$ cat src/rtl/serial_adder.sv
// Digit-serial adder: DIGIT bits of a+b+cin per clock, carry held in a flop.
// Define SERIAL_ADDER_SUB_EN to add a 'sub' port that computes a-b instead.
module serial_adder #(
    parameter int WIDTH = 16,
    parameter int DIGIT = 1
) (
    input  logic             clk,
    input  logic             rst_n,
    input  logic             start,
    input  logic [WIDTH-1:0] a,
    input  logic [WIDTH-1:0] b,
    input  logic             cin,
`ifdef SERIAL_ADDER_SUB_EN
    input  logic             sub,
`endif
    output logic             busy,
    output logic             done,
    output logic [WIDTH-1:0] sum,
    output logic             cout,
    output logic             overflow
);

    localparam int N  = WIDTH / DIGIT;
    localparam int CW = (N < 2) ? 1 : $clog2(N + 1);

    generate
        if (WIDTH < 1 || DIGIT < 1 || (WIDTH % DIGIT) != 0) begin : g_bad_cfg
            $error("serial_adder: WIDTH must be a positive multiple of DIGIT");
        end
    endgenerate

    typedef enum logic {IDLE, RUN} state_t;

    state_t           state, state_nxt;
    logic [WIDTH-1:0] a_sh, b_sh, sum_r;
    logic             carry, cout_r, ovf_r, done_r;
    logic [CW-1:0]    cnt;
    logic [DIGIT:0]   step_sum;
    logic [WIDTH-1:0] sum_shift;
    logic [WIDTH-1:0] b_ld;
    logic             c_ld;
    logic             msb_cin;
    logic             last;

`ifdef SERIAL_ADDER_SUB_EN
    // Subtraction is a + ~b + 1; cin has no meaning in that mode.
    assign b_ld = sub ? ~b : b;
    assign c_ld = sub ? 1'b1 : cin;
`else
    assign b_ld = b;
    assign c_ld = cin;
`endif

    assign step_sum = {1'b0, a_sh[DIGIT-1:0]} + {1'b0, b_sh[DIGIT-1:0]}
                    + {{DIGIT{1'b0}}, carry};
    // Carry into the top bit of this digit, recovered from its sum bit.
    assign msb_cin  = step_sum[DIGIT-1] ^ a_sh[DIGIT-1] ^ b_sh[DIGIT-1];
    assign last     = (cnt == CW'(N - 1));

    generate
        if (WIDTH == DIGIT) begin : g_one_digit
            assign sum_shift = step_sum[DIGIT-1:0];
        end else begin : g_multi_digit
            assign sum_shift = {step_sum[DIGIT-1:0], sum_r[WIDTH-1:DIGIT]};
        end
    endgenerate

    always_ff @(posedge clk or negedge rst_n) begin
        if (!rst_n) state <= IDLE;
        else        state <= state_nxt;
    end

    always_comb begin
        state_nxt = state;
        case (state)
            IDLE:    if (start) state_nxt = RUN;
            RUN:     if (last)  state_nxt = IDLE;
            default: state_nxt = IDLE;
        endcase
    end

    always_ff @(posedge clk or negedge rst_n) begin
        if (!rst_n) begin
            a_sh   <= '0;
            b_sh   <= '0;
            sum_r  <= '0;
            carry  <= 1'b0;
            cnt    <= '0;
            cout_r <= 1'b0;
            ovf_r  <= 1'b0;
            done_r <= 1'b0;
        end else begin
            done_r <= 1'b0;
            if (state == IDLE) begin
                if (start) begin
                    a_sh  <= a;
                    b_sh  <= b_ld;
                    carry <= c_ld;
                    cnt   <= '0;
                end
            end else begin
                a_sh  <= a_sh >> DIGIT;
                b_sh  <= b_sh >> DIGIT;
                sum_r <= sum_shift;
                carry <= step_sum[DIGIT];
                cnt   <= cnt + CW'(1);
                if (last) begin
                    cout_r <= step_sum[DIGIT];
                    ovf_r  <= msb_cin ^ step_sum[DIGIT];
                    done_r <= 1'b1;
                end
            end
        end
    end

    assign busy     = (state == RUN);
    assign done     = done_r;
    assign sum      = sum_r;
    assign cout     = cout_r;
    assign overflow = ovf_r;

endmodule

$ cat config.mk
export PLATFORM = sky130hd
export DESIGN_NAME = serial_adder
export DESIGN_NICKNAME = d
export VERILOG_FILES = /design/src/rtl/serial_adder.sv
export SDC_FILE = /design/constraint.sdc
export NUM_CORES = 1
export LEC_CHECK = 0
export BUFFER_PORTS_ARGS = -buffer_cell sky130_fd_sc_hd__buf_4
export CAP_MARGIN = 20
export CELL_PAD_IN_SITES_DETAIL_PLACEMENT = 1
export CELL_PAD_IN_SITES_GLOBAL_PLACEMENT = 2
export CORE_MARGIN = 1.5
export CORE_UTILIZATION = 35
export DETAILED_ROUTE_END_ITERATION = 6
export GPL_TIMING_DRIVEN = 0
export PLACE_DENSITY = 0.82
export RECOVER_POWER = 100
export SYNTH_ARGS = -nofsm -noshare
export SYNTH_HDL_FRONTEND = slang
export SYNTH_SLANG_ARGS = --single-unit
export TNS_END_PERCENT = 30
$ cat constraint.sdc
create_clock -name clk -period 1.95 [get_ports clk]
set_input_delay 0.39 -clock clk [delete_from_list [all_inputs] [get_ports clk]]
set_output_delay 0.39 -clock clk [all_outputs]
set_load 0.005 [all_outputs]
==> flow_metrics.env, run 1 <==
export IMPL_status="finished clean"
export IMPL_htreeDepth=3
export IMPL_slew_viol_final=0
export IMPL_dp_hpwl_mm=3.90
export IMPL_syn_nets=253
export IMPL_worstSetupEndpoint="cout"
export IMPL_synth_seq_cells=58
export IMPL_synth_compound_gate_area_share=0.0718
export IMPL_synth_simple_area_share=0.0718
export IMPL_worst_path_max_delay_cell="dfrtp_1"
export IMPL_grt_max_degree=59
export IMPL_vias=1814
export IMPL_tightest_slew_ns=1.44
export IMPL_min_path_cells=3
export IMPL_synth_edf_count=0
export IMPL_rsz0062_at_grt="no"
export IMPL_regToRegStartpoint="cnt[0]"
export IMPL_critPathMaxStageDelay_ns=0.41
export IMPL_power_w=0.00459
export IMPL_drc=0
export IMPL_hp_class="in2reg"
export IMPL_grt_overflow_total=0
export IMPL_synth_warnings=0
export IMPL_finalHoldViolCount=0
export IMPL_placementRows=31
export IMPL_p_per_area_nw_per_um2=1380
export IMPL_synth_main_ff_cell="dfrtp_1"
export IMPL_yosysSeqAreaShare=0.563
export IMPL_gp_congestion=0.712
export IMPL_fillCellCount=795
export IMPL_setup_viol=0
export IMPL_reg2regPathDepth=5
export IMPL_layout_nets=318
export IMPL_wl_mm=5.67
export IMPL_synth_xor_area_frac=0.0170
export IMPL_grt_pass1_wl_mm=9.46
export IMPL_drive_above_1_share=0.324
export IMPL_worst_slew_margin_rel=0.0413
export IMPL_wl_per_cell_um=14.8
export IMPL_cts_tree="yes"
export IMPL_min_period_ns=1.65
export IMPL_syn_area_per_cell_um2=12.0
export IMPL_crit_path_start_kind="flop"
export IMPL_synthAdderAreaFrac=0.0175
export IMPL_max_freq_mhz=604
export IMPL_worst_r2r_endpoint="cout"
export IMPL_die_w_um=88.8
export IMPL_clkSinkCount=58
export IMPL_sequentialPowerShare=0.417
export IMPL_period_share=0.849
export IMPL_clkSlewWorstSetupHoldPaths_ns=0.07
export IMPL_fp_dieH_um=88.8
export IMPL_critPathArrivalTime_ns=1.88
export IMPL_cts_resized=0
export IMPL_crit_type="reg2reg"
export IMPL_max_cap_violations=0
export IMPL_io_pins=56
export IMPL_power_leakage_nw=1.64
export IMPL_synth_cell_types=25
export IMPL_antenna_left=0
export IMPL_syn_to_final_growth_pct=29.0
export IMPL_p_comb_frac=0.299
export IMPL_fin_skew_ns=0.00925
export IMPL_first_iter_violations=19
export IMPL_io_buffers=54
export IMPL_cts_root_buffer="clkbuf_8"
export IMPL_critPathRequiredTime_ns=2.17
export IMPL_rrSetupSlack_ns=0.30
export IMPL_grt_pass1_vias=1946
export IMPL_synth_async_reset_ratio=1.00
export IMPL_clock_tree_buffer_depth=2
export IMPL_die_area_um2=7890
export IMPL_core_area_um2=7180
export IMPL_syn_area_um2=2580
export IMPL_peakVddDrop_mv=0.594
export IMPL_p_sw_w=0.00138
export IMPL_crit_top_cell="ha_1"
export IMPL_synthCells=214
export IMPL_switching_share=0.302
export IMPL_crit_path_max_fanout=4
export IMPL_holdBufCountCts=0
export IMPL_crit_start="cnt[0]"
export IMPL_diodes=0
export IMPL_start_util=0.359
export IMPL_post_cts_repair_setup_buffers=0
export IMPL_clkPwrFrac=0.284
export IMPL_crit_chain="ha_1, and3_1, ha_1, and2_0, mux2_2"
export IMPL_track_usage=0.162
export IMPL_synth_top_family_by_area="multiplexers"
export IMPL_cts_made_buffers=9
export IMPL_finalSetupTns_ns=0
export IMPL_cp_end_kind="flop"
export IMPL_routed_via_density=4.74
export IMPL_internal_power_w=0.00320
export IMPL_clock_latency_ns=0.34
export IMPL_dr_pass1_iters=4
export IMPL_synth_area_mux_share=0.210
export IMPL_antenna_found_initial=0
-- registers in the layout (all words and copies together) (netlist names) --
name / count
a_sh: 16
b_sh: 16
sum: 16
cnt: 5
busy: 1
carry: 1
cout: 1
done: 1
overflow: 1
-- cells in the final DEF, fill, tap and decap left out, types with 2 or more instances in the layout --
cell type	n
mux2i_1	35
inv_1	2
buf_2	2
bufinv_16	2
o21ai_0	31
buf_6	3
buf_4	33
nand2b_1	3
clkbuf_8	12
clkbuf_4	18
buf_12	2
ha_1	2
o21ai_1	2
nand2_1	34
clkbuf_1	9
mux2_2	17
xnor2_1	4
dfrtp_1	58
nor2_1	3
-- Yosys cell counts (3+ instances only) --
master,instances,share of area
buf_2,5,0.0097
buf_6,3,0.013
clkbuf_1,3,0.0044
dfrtp_1,58,0.56
mux2_2,17,0.074
mux2i_1,35,0.14
nand2_1,34,0.050
nand2b_1,3,0.0073
nor2_1,3,0.0044
o21ai_0,13,0.025
o21ai_1,20,0.039
xnor2_1,4,0.014
-- cell type report --
cell class                      count  area (um^2)  share of cell area
Clock inverter                      4         72.6              0.0218
Multi-Input combinational cell    140          998               0.300
Sequential cell                    58         1450               0.437
Inverter                            2         7.51             0.00226
Buffer                             14          110              0.0331
Timing Repair Buffer               54          395               0.119
Tap cell                           99          124              0.0373
Clock buffer                       12          165              0.0497
-- power by group through the flow --
stage	sequential, W	clock (W)	combinational, W
finish	0.00191	0.00130	0.00137
global route	0.00198	0.00139	0.00157
CTS	0.00192	0.00134	0.00147
detailed placement	0.00194	0	0.00146
global placement	0.00192	0	0.00140
floorplan	0.00189	0	0.000904
-- worst max-delay path: cells and delay by family (launching register included) --
| family | cells | cell delay (ns) |
|---|---|---|
| adder cells (fa/ha/maj) | 2 | 0.43 |
| flip-flops | 1 | 0.41 |
| multiplexers | 1 | 0.29 |
| AND/OR/NAND/NOR | 2 | 0.42 |
-- through the flow --
step	utilization	instance area (um^2)	setup WS, ns	std cells	hold WS, ns
2_1_floorplan	-	2580	0.459	214	0.0944
3_3_place_gp	0.433	3110	0.386	367	0.465
3_5_place_dp	0.433	3110	0.374	367	0.477
4_1_cts	0.466	3340	0.368	383	0.137
5_1_grt	0.463	3320	0.165	383	0.328
6_report	0.463	3320	0.295	383	0.303
-- routing by layer --
layer,part of all wire,up-vias,track usage
met1,0.45,915,0.204
met2,0.49,31,0.263
met4,0.021,0,0.0767
met5,0,-,0
met3,0.034,10,0.0373
li1,-,858,-
-- cells by family (layout without fill, tap and decap cells) --
logic type	after synthesis	in the layout
AO/OA/AOI/OAI	36	36
XOR/XNOR	5	5
adder cells (fa/ha/maj)	3	3
buffers and inverters	16	86
flip-flops	58	58
multiplexers	52	52
AND/OR/NAND/NOR	44	44
-- how the worst min path moves through the flow --
stage / start / slack [ns] / end
after global placement: a_sh[5] / 0.47 / a_sh[4]
final: b[15] / 0.30 / b_sh[15]
after global routing: b[15] / 0.33 / b_sh[15]
after detailed placement: b_sh[2] / 0.48 / b_sh[1]
after floorplan: rst_n / 0.09 / a_sh[0]
after CTS: rst_n / 0.14 / b_sh[5]
Power figures use the tool's default switching activity.
==> inputs of run 2 (changes only) <==
--- a/config.mk
+++ b/config.mk
@@ -10,10 +10,10 @@
 export CELL_PAD_IN_SITES_DETAIL_PLACEMENT = 1
 export CELL_PAD_IN_SITES_GLOBAL_PLACEMENT = 2
 export CORE_MARGIN = 1.5
-export CORE_UTILIZATION = 35
+export CORE_UTILIZATION = 32
 export DETAILED_ROUTE_END_ITERATION = 6
 export GPL_TIMING_DRIVEN = 0
-export PLACE_DENSITY = 0.82
+export PLACE_DENSITY = 0.8
 export RECOVER_POWER = 100
 export SYNTH_ARGS = -nofsm -noshare
 export SYNTH_HDL_FRONTEND = slang
==> constraint.sdc (replaced) <==
create_clock -name clk -period 1.4 [get_ports clk]
set_input_delay 0.28 -clock clk [delete_from_list [all_inputs] [get_ports clk]]
set_output_delay 0.28 -clock clk [all_outputs]
set_load 0.005 [all_outputs]
==> flow_metrics.env, run 2 (synthesis gave the netlist of run 1 again) <==
export IMPL_grt_pass1_wl_mm=9.05
export IMPL_p_per_area_nw_per_um2=1830
export IMPL_cts_made_buffers=9
export IMPL_max_freq_mhz=662
export IMPL_cts_root_buffer="clkbuf_8"
export IMPL_hold_path_end="b_sh[15]"
export IMPL_track_usage=0.137
export IMPL_dr_pass1_iters=4
export IMPL_grt_pass1_vias=1767
export IMPL_reg2regPathDepth=5
export IMPL_max_cap_violations=0
export IMPL_grt_overflow_total=0
export IMPL_layout_common_cells="58 x dfrtp_1, 35 x mux2i_1, 35 x buf_4, 34 x nand2_1"
export IMPL_rrSetupSlack_ns=-0.11
export IMPL_drive_above_1_share=0.343
export IMPL_layout_nets=320
export IMPL_critPathArrivalTime_ns=1.73
export IMPL_clock_latency_ns=0.33
export IMPL_routed_via_density=4.51
export IMPL_fin_ws_ns=-0.110
export IMPL_gp_congestion=0.728
export IMPL_wl_mm=5.49
export IMPL_worstHoldStart="b[15]"
export IMPL_final_common_cell="dfrtp_1"
export IMPL_antenna_left=0
export IMPL_cp_end_kind="flop"
export IMPL_start_util=0.332
export IMPL_status="complete, but fails checks"
export IMPL_critPathRequiredTime_ns=1.62
export IMPL_fin_skew_ns=0.00969
export IMPL_placementRows=32
export IMPL_fillCellCount=886
export IMPL_holdBufCountCts=0
export IMPL_htreeDepth=3
export IMPL_wl_per_cell_um=14.1
export IMPL_power_leakage_nw=1.63
export IMPL_die_w_um=92.7
export IMPL_io_buffers=54
export IMPL_fp_dieH_um=92.7
export IMPL_finalHoldViolCount=0
export IMPL_clkSinkCount=58
export IMPL_hp_class="in2reg"
export IMPL_setup_viol=2
export IMPL_min_path_cells=3
export IMPL_diodes=0
export IMPL_crit_path_max_fanout=4
export IMPL_slew_viol_final=0
export IMPL_period_share=1.08
export IMPL_vias=1749
export IMPL_min_period_ns=1.51
export IMPL_antenna_found_initial=0
export IMPL_violations="setup timing"
export IMPL_final_core_util=0.425
export IMPL_die_area_um2=8600
export IMPL_worst_slew_margin_rel=0.0291
export IMPL_peakVddDrop_mv=0.944
export IMPL_cts_tree="yes"
export IMPL_crit_path_start_kind="flop"
export IMPL_final_seq_area_um2=1450
export IMPL_core_area_um2=7770
export IMPL_syn_to_final_growth_pct=28.1
export IMPL_clkSlewWorstSetupHoldPaths_ns=0.06
export IMPL_crit_type="reg2reg"
export IMPL_tightest_slew_ns=1.46
export IMPL_io_pins=56
export IMPL_worst_r2r_endpoint="cout"
export IMPL_cts_resized=0
export IMPL_rsz0062_at_grt="yes"
export IMPL_drc=0
export IMPL_clock_tree_buffer_depth=2
export IMPL_multi_input_area_um2=1010
export IMPL_regToRegStartpoint="cnt[1]"
export IMPL_grt_max_degree=59
export IMPL_dp_hpwl_mm=3.81
export IMPL_hold_ws_ns=0.200
export IMPL_first_iter_violations=41
==> run 2: cell types whose count changed in the layout (fill, tap and decap cells not counted), moves of 2 or more <==
cell,previous run,this run
clkbuf_2,1,4
buf_6,3,1
clkbuf_4,18,20
o21ai_1,2,20
buf_4,33,35
o21ai_0,31,13
bufinv_16,2,0
clkbuf_1,9,7
==> run 2: how the worst max path moves through the flow <==
stage	slack (ns)	startpoint	end	depth (start not counted)
4_1_cts	-0.08	carry	overflow	4
6_report	-0.11	cnt[1]	cout	5
3_5_place_dp	-0.10	cnt[0]	cout	5
5_1_grt	-0.16	b_sh[0]	overflow	4
2_1_floorplan	-0.02	cnt[0]	cout	5
3_3_place_gp	-0.1	cnt[0]	cout	5
==> run 2: power by group <==
part	switching (W)	internal [W]
clock network	0.000645	0.000783
registers	0.000369	0.00228
logic	0.000896	0.00108
==> run 2: cell type report <==
class	count	area share
repair buffers	56	0.124
multi-input cells	140	0.307
well taps	102	0.0387
inverters	2	0.00227
clock buffers	14	0.0523
clock inverters	2	0.00303
plain buffers	14	0.0326
flip-flops and latches	58	0.440
==> run 2: layer usage <==
| metal | wire length, um | track usage | part of all wire | vias up |
|---|---|---|---|---|
| met4 | 101 | 0.0606 | 0.018 | 0 |
| met1 | 2570 | 0.191 | 0.47 | 842 |
| met3 | 187 | 0.0287 | 0.034 | 10 |
| met5 | 0 | 0 | 0 | - |
| li1 | - | - | - | 862 |
| met2 | 2630 | 0.206 | 0.48 | 35 |
==> run 2: critical path: stages (launching register included) <==
cell and delay (ns):
dfrtp_1 0.38, ha_1 0.22, and3_1 0.22, ha_4 0.16, and2_4 0.15, mux2_2 0.26
==> run 2: metrics by stage <==
step	instances	power (W)	TNS (ns)	instance area, um^2	setup slack [ns]
floorplan	214	0.00391	-0.0320	2600	-0.0212
global placement	370	0.00466	-0.187	3130	-0.0951
detailed placement	370	0.00474	-0.207	3130	-0.104
CTS	388	0.00625	-0.137	3330	-0.0794
global route	388	0.00652	-2.73	3300	-0.156
finish	388	0.00605	-0.179	3300	-0.110
==> run 2: repair_timing <==
action | in CTS | in global routing
pin swaps | 2 | 1
endpoints found under the hold margin | 0 | 0
setup buffers | 2 | 0
endpoints found under the setup margin | 2 | 2
==> inputs of run 3 (changes only) <==
--- a/config.mk
+++ b/config.mk
@@ -9,12 +9,13 @@
 export CAP_MARGIN = 20
 export CELL_PAD_IN_SITES_DETAIL_PLACEMENT = 1
 export CELL_PAD_IN_SITES_GLOBAL_PLACEMENT = 2
-export CORE_MARGIN = 1.5
+export CORE_MARGIN = 4
 export CORE_UTILIZATION = 32
 export DETAILED_ROUTE_END_ITERATION = 6
 export GPL_TIMING_DRIVEN = 0
 export PLACE_DENSITY = 0.8
 export RECOVER_POWER = 100
+export SLEW_MARGIN = 10
 export SYNTH_ARGS = -nofsm -noshare
 export SYNTH_HDL_FRONTEND = slang
 export SYNTH_SLANG_ARGS = --single-unit
==> flow_metrics.env, run 3 (synthesis gave the netlist of run 1 again) <==
export IMPL_status="complete, but fails checks"
export IMPL_violations="setup timing"
export IMPL_track_usage=0.126
export IMPL_grt_busiest_layer="met2"
export IMPL_switching_share=0.315
export IMPL_min_period_ns=1.50
export IMPL_p_sw_w=0.00192
export IMPL_path_delay_family="flip-flops"
export IMPL_worstHoldStart="b[15]"
export IMPL_drc=0
export IMPL_wl_per_cell_um=14.4
export IMPL_cts_made_buffers=9
export IMPL_io_pins=56
export IMPL_routed_via_density=4.56
export IMPL_clkSlewWorstSetupHoldPaths_ns=0.07
export IMPL_cts_root_buffer="clkbuf_8"
export IMPL_grt_pass1_vias=1931
export IMPL_regToRegStartpoint="cnt[0]"
export IMPL_final_seq_area_um2=1450
export IMPL_critPathArrivalTime_ns=1.72
export IMPL_io_buffers=54
export IMPL_hold_path_end="b_sh[15]"
export IMPL_worst_r2r_endpoint="cout"
export IMPL_die_w_um=97.7
export IMPL_period_share=1.07
export IMPL_max_freq_mhz=664
export IMPL_vias=1779
export IMPL_crit_path_start_kind="flop"
export IMPL_multi_input_area_um2=1020
export IMPL_clkSinkCount=58
export IMPL_p_comb_frac=0.331
export IMPL_crit_path_max_fanout=4
export IMPL_grt_max_degree=59
export IMPL_power_leakage_nw=1.64
export IMPL_layout_common_cells="58 x dfrtp_1, 37 x buf_4, 35 x mux2i_1, 34 x nand2_1, 20 x o21ai_1"
export IMPL_grt_overflow_total=0
export IMPL_first_iter_violations=53
export IMPL_clock_latency_ns=0.33
export IMPL_use_met3=0.0371
export IMPL_worst_slew_margin_rel=0.135
export IMPL_tightest_slew_ns=1.30
export IMPL_min_path_cells=3
export IMPL_crit_type="reg2reg"
export IMPL_fp_dieH_um=97.7
export IMPL_design_area_um2=3320
export IMPL_hp_class="in2reg"
export IMPL_placementRows=32
export IMPL_critPathMaxStageDelay_ns=0.38
export IMPL_internal_power_w=0.00417
export IMPL_placed_cell_area_um2=3130
export IMPL_grt_pass1_wl_mm=9.60
export IMPL_layout_nets=322
export IMPL_die_area_um2=9550
export IMPL_dr_pass1_iters=3
export IMPL_fin_ws_ns=-0.105
export IMPL_rrSetupSlack_ns=-0.10
export IMPL_wl_mm=5.63
export IMPL_dp_hpwl_mm=3.89
export IMPL_rsz0062_at_grt="yes"
export IMPL_slew_viol_final=0
export IMPL_clkPwrFrac=0.233
export IMPL_crit_chain="ha_1, and3_4, ha_4, and2_4, mux2_4"
export IMPL_antenna_left=0
export IMPL_finalSetupTns_ns=-0.180
export IMPL_final_common_cell="dfrtp_1"
export IMPL_met1_usage=0.164
export IMPL_grtUsageMet2=0.202
export IMPL_drive_above_1_share=0.347
export IMPL_start_util=0.332
export IMPL_sequentialPowerShare=0.435
export IMPL_holdBufCountCts=0
export IMPL_critPathBufInv=0
export IMPL_cp_end_kind="flop"
export IMPL_antenna_found_initial=0
export IMPL_peakVddDrop_mv=0.629
export IMPL_p_per_area_nw_per_um2=1840
export IMPL_clock_tree_buffer_depth=2
export IMPL_max_cap_violations=0
export IMPL_place_ws_ns=-0.120
export IMPL_gp_congestion=0.705
export IMPL_core_area_um2=7770
export IMPL_fillCellCount=886
export IMPL_hold_ws_ns=0.203
export IMPL_finalHoldViolCount=0
export IMPL_setup_viol=2
export IMPL_diodes=0
export IMPL_syn_to_final_growth_pct=28.7
export IMPL_htreeDepth=3
export IMPL_worst_path_max_delay_cell="dfrtp_1"
export IMPL_critPathRequiredTime_ns=1.61
export IMPL_reg2regPathDepth=5
export IMPL_fin_skew_ns=0.00771
export IMPL_cts_tree="yes"
==> run 3: what timing repair did <==
action | 4_1_cts | 5_1_grt
buffers inserted | 3 | 1
endpoints found under the setup margin | 2 | 4
resized for setup | 1 | 2
pin swaps | 3 | 2
==> run 3: metal layers <==
metal / vias up / routed length [um]
met1: 875 / 2640
li1: 869 / -
met4: 0 / 91
met5: - / 0
met2: 28 / 2680
met3: 7 / 219
==> run 3: cell type report <==
cell class              count  share of cell area
flip-flops and latches     58               0.437
multi-input cells         140               0.308
repair buffers             58               0.126
clock buffers              14              0.0520
well taps                 102              0.0385
plain buffers              14              0.0328
clock inverters             2             0.00302
inverters                   2             0.00226
==> run 3: worst max-delay path by stage <==
| stage | endpoint | cells after the start | from | slack, ns |
|---|---|---|---|---|
| floorplan | cout | 5 | cnt[0] | -0.02 |
| global placement | overflow | 4 | a_sh[0] | -0.1 |
| detailed placement | cout | 5 | cnt[0] | -0.12 |
| CTS | overflow | 4 | carry | -0.1 |
| global route | overflow | 4 | a_sh[0] | -0.16 |
| finish | cout | 5 | cnt[0] | -0.10 |
==> run 3: power by group through the flow <==
stage	clock network [W]	registers (W)	logic, W
floorplan	0	0.00263	0.00128
global placement	0	0.00268	0.00198
detailed placement	0	0.00271	0.00203
CTS	0.00146	0.00267	0.00213
global route	0.00156	0.00274	0.00230
finish	0.00142	0.00265	0.00202
==> run 3: metrics by stage <==
step	power, W	utilization	instances
after floorplan	0.00391	-	214
after global placement	0.00467	0.403	370
after detailed placement	0.00474	0.403	370
after CTS	0.00626	0.430	389
after global routing	0.00660	0.427	390
final	0.00609	0.427	390
==> run 3: tightest hold or removal path, cell delays in order <==
cell and delay [ns]:
buf_4 0.08, mux2i_1 0.05, nor2_1 0.08
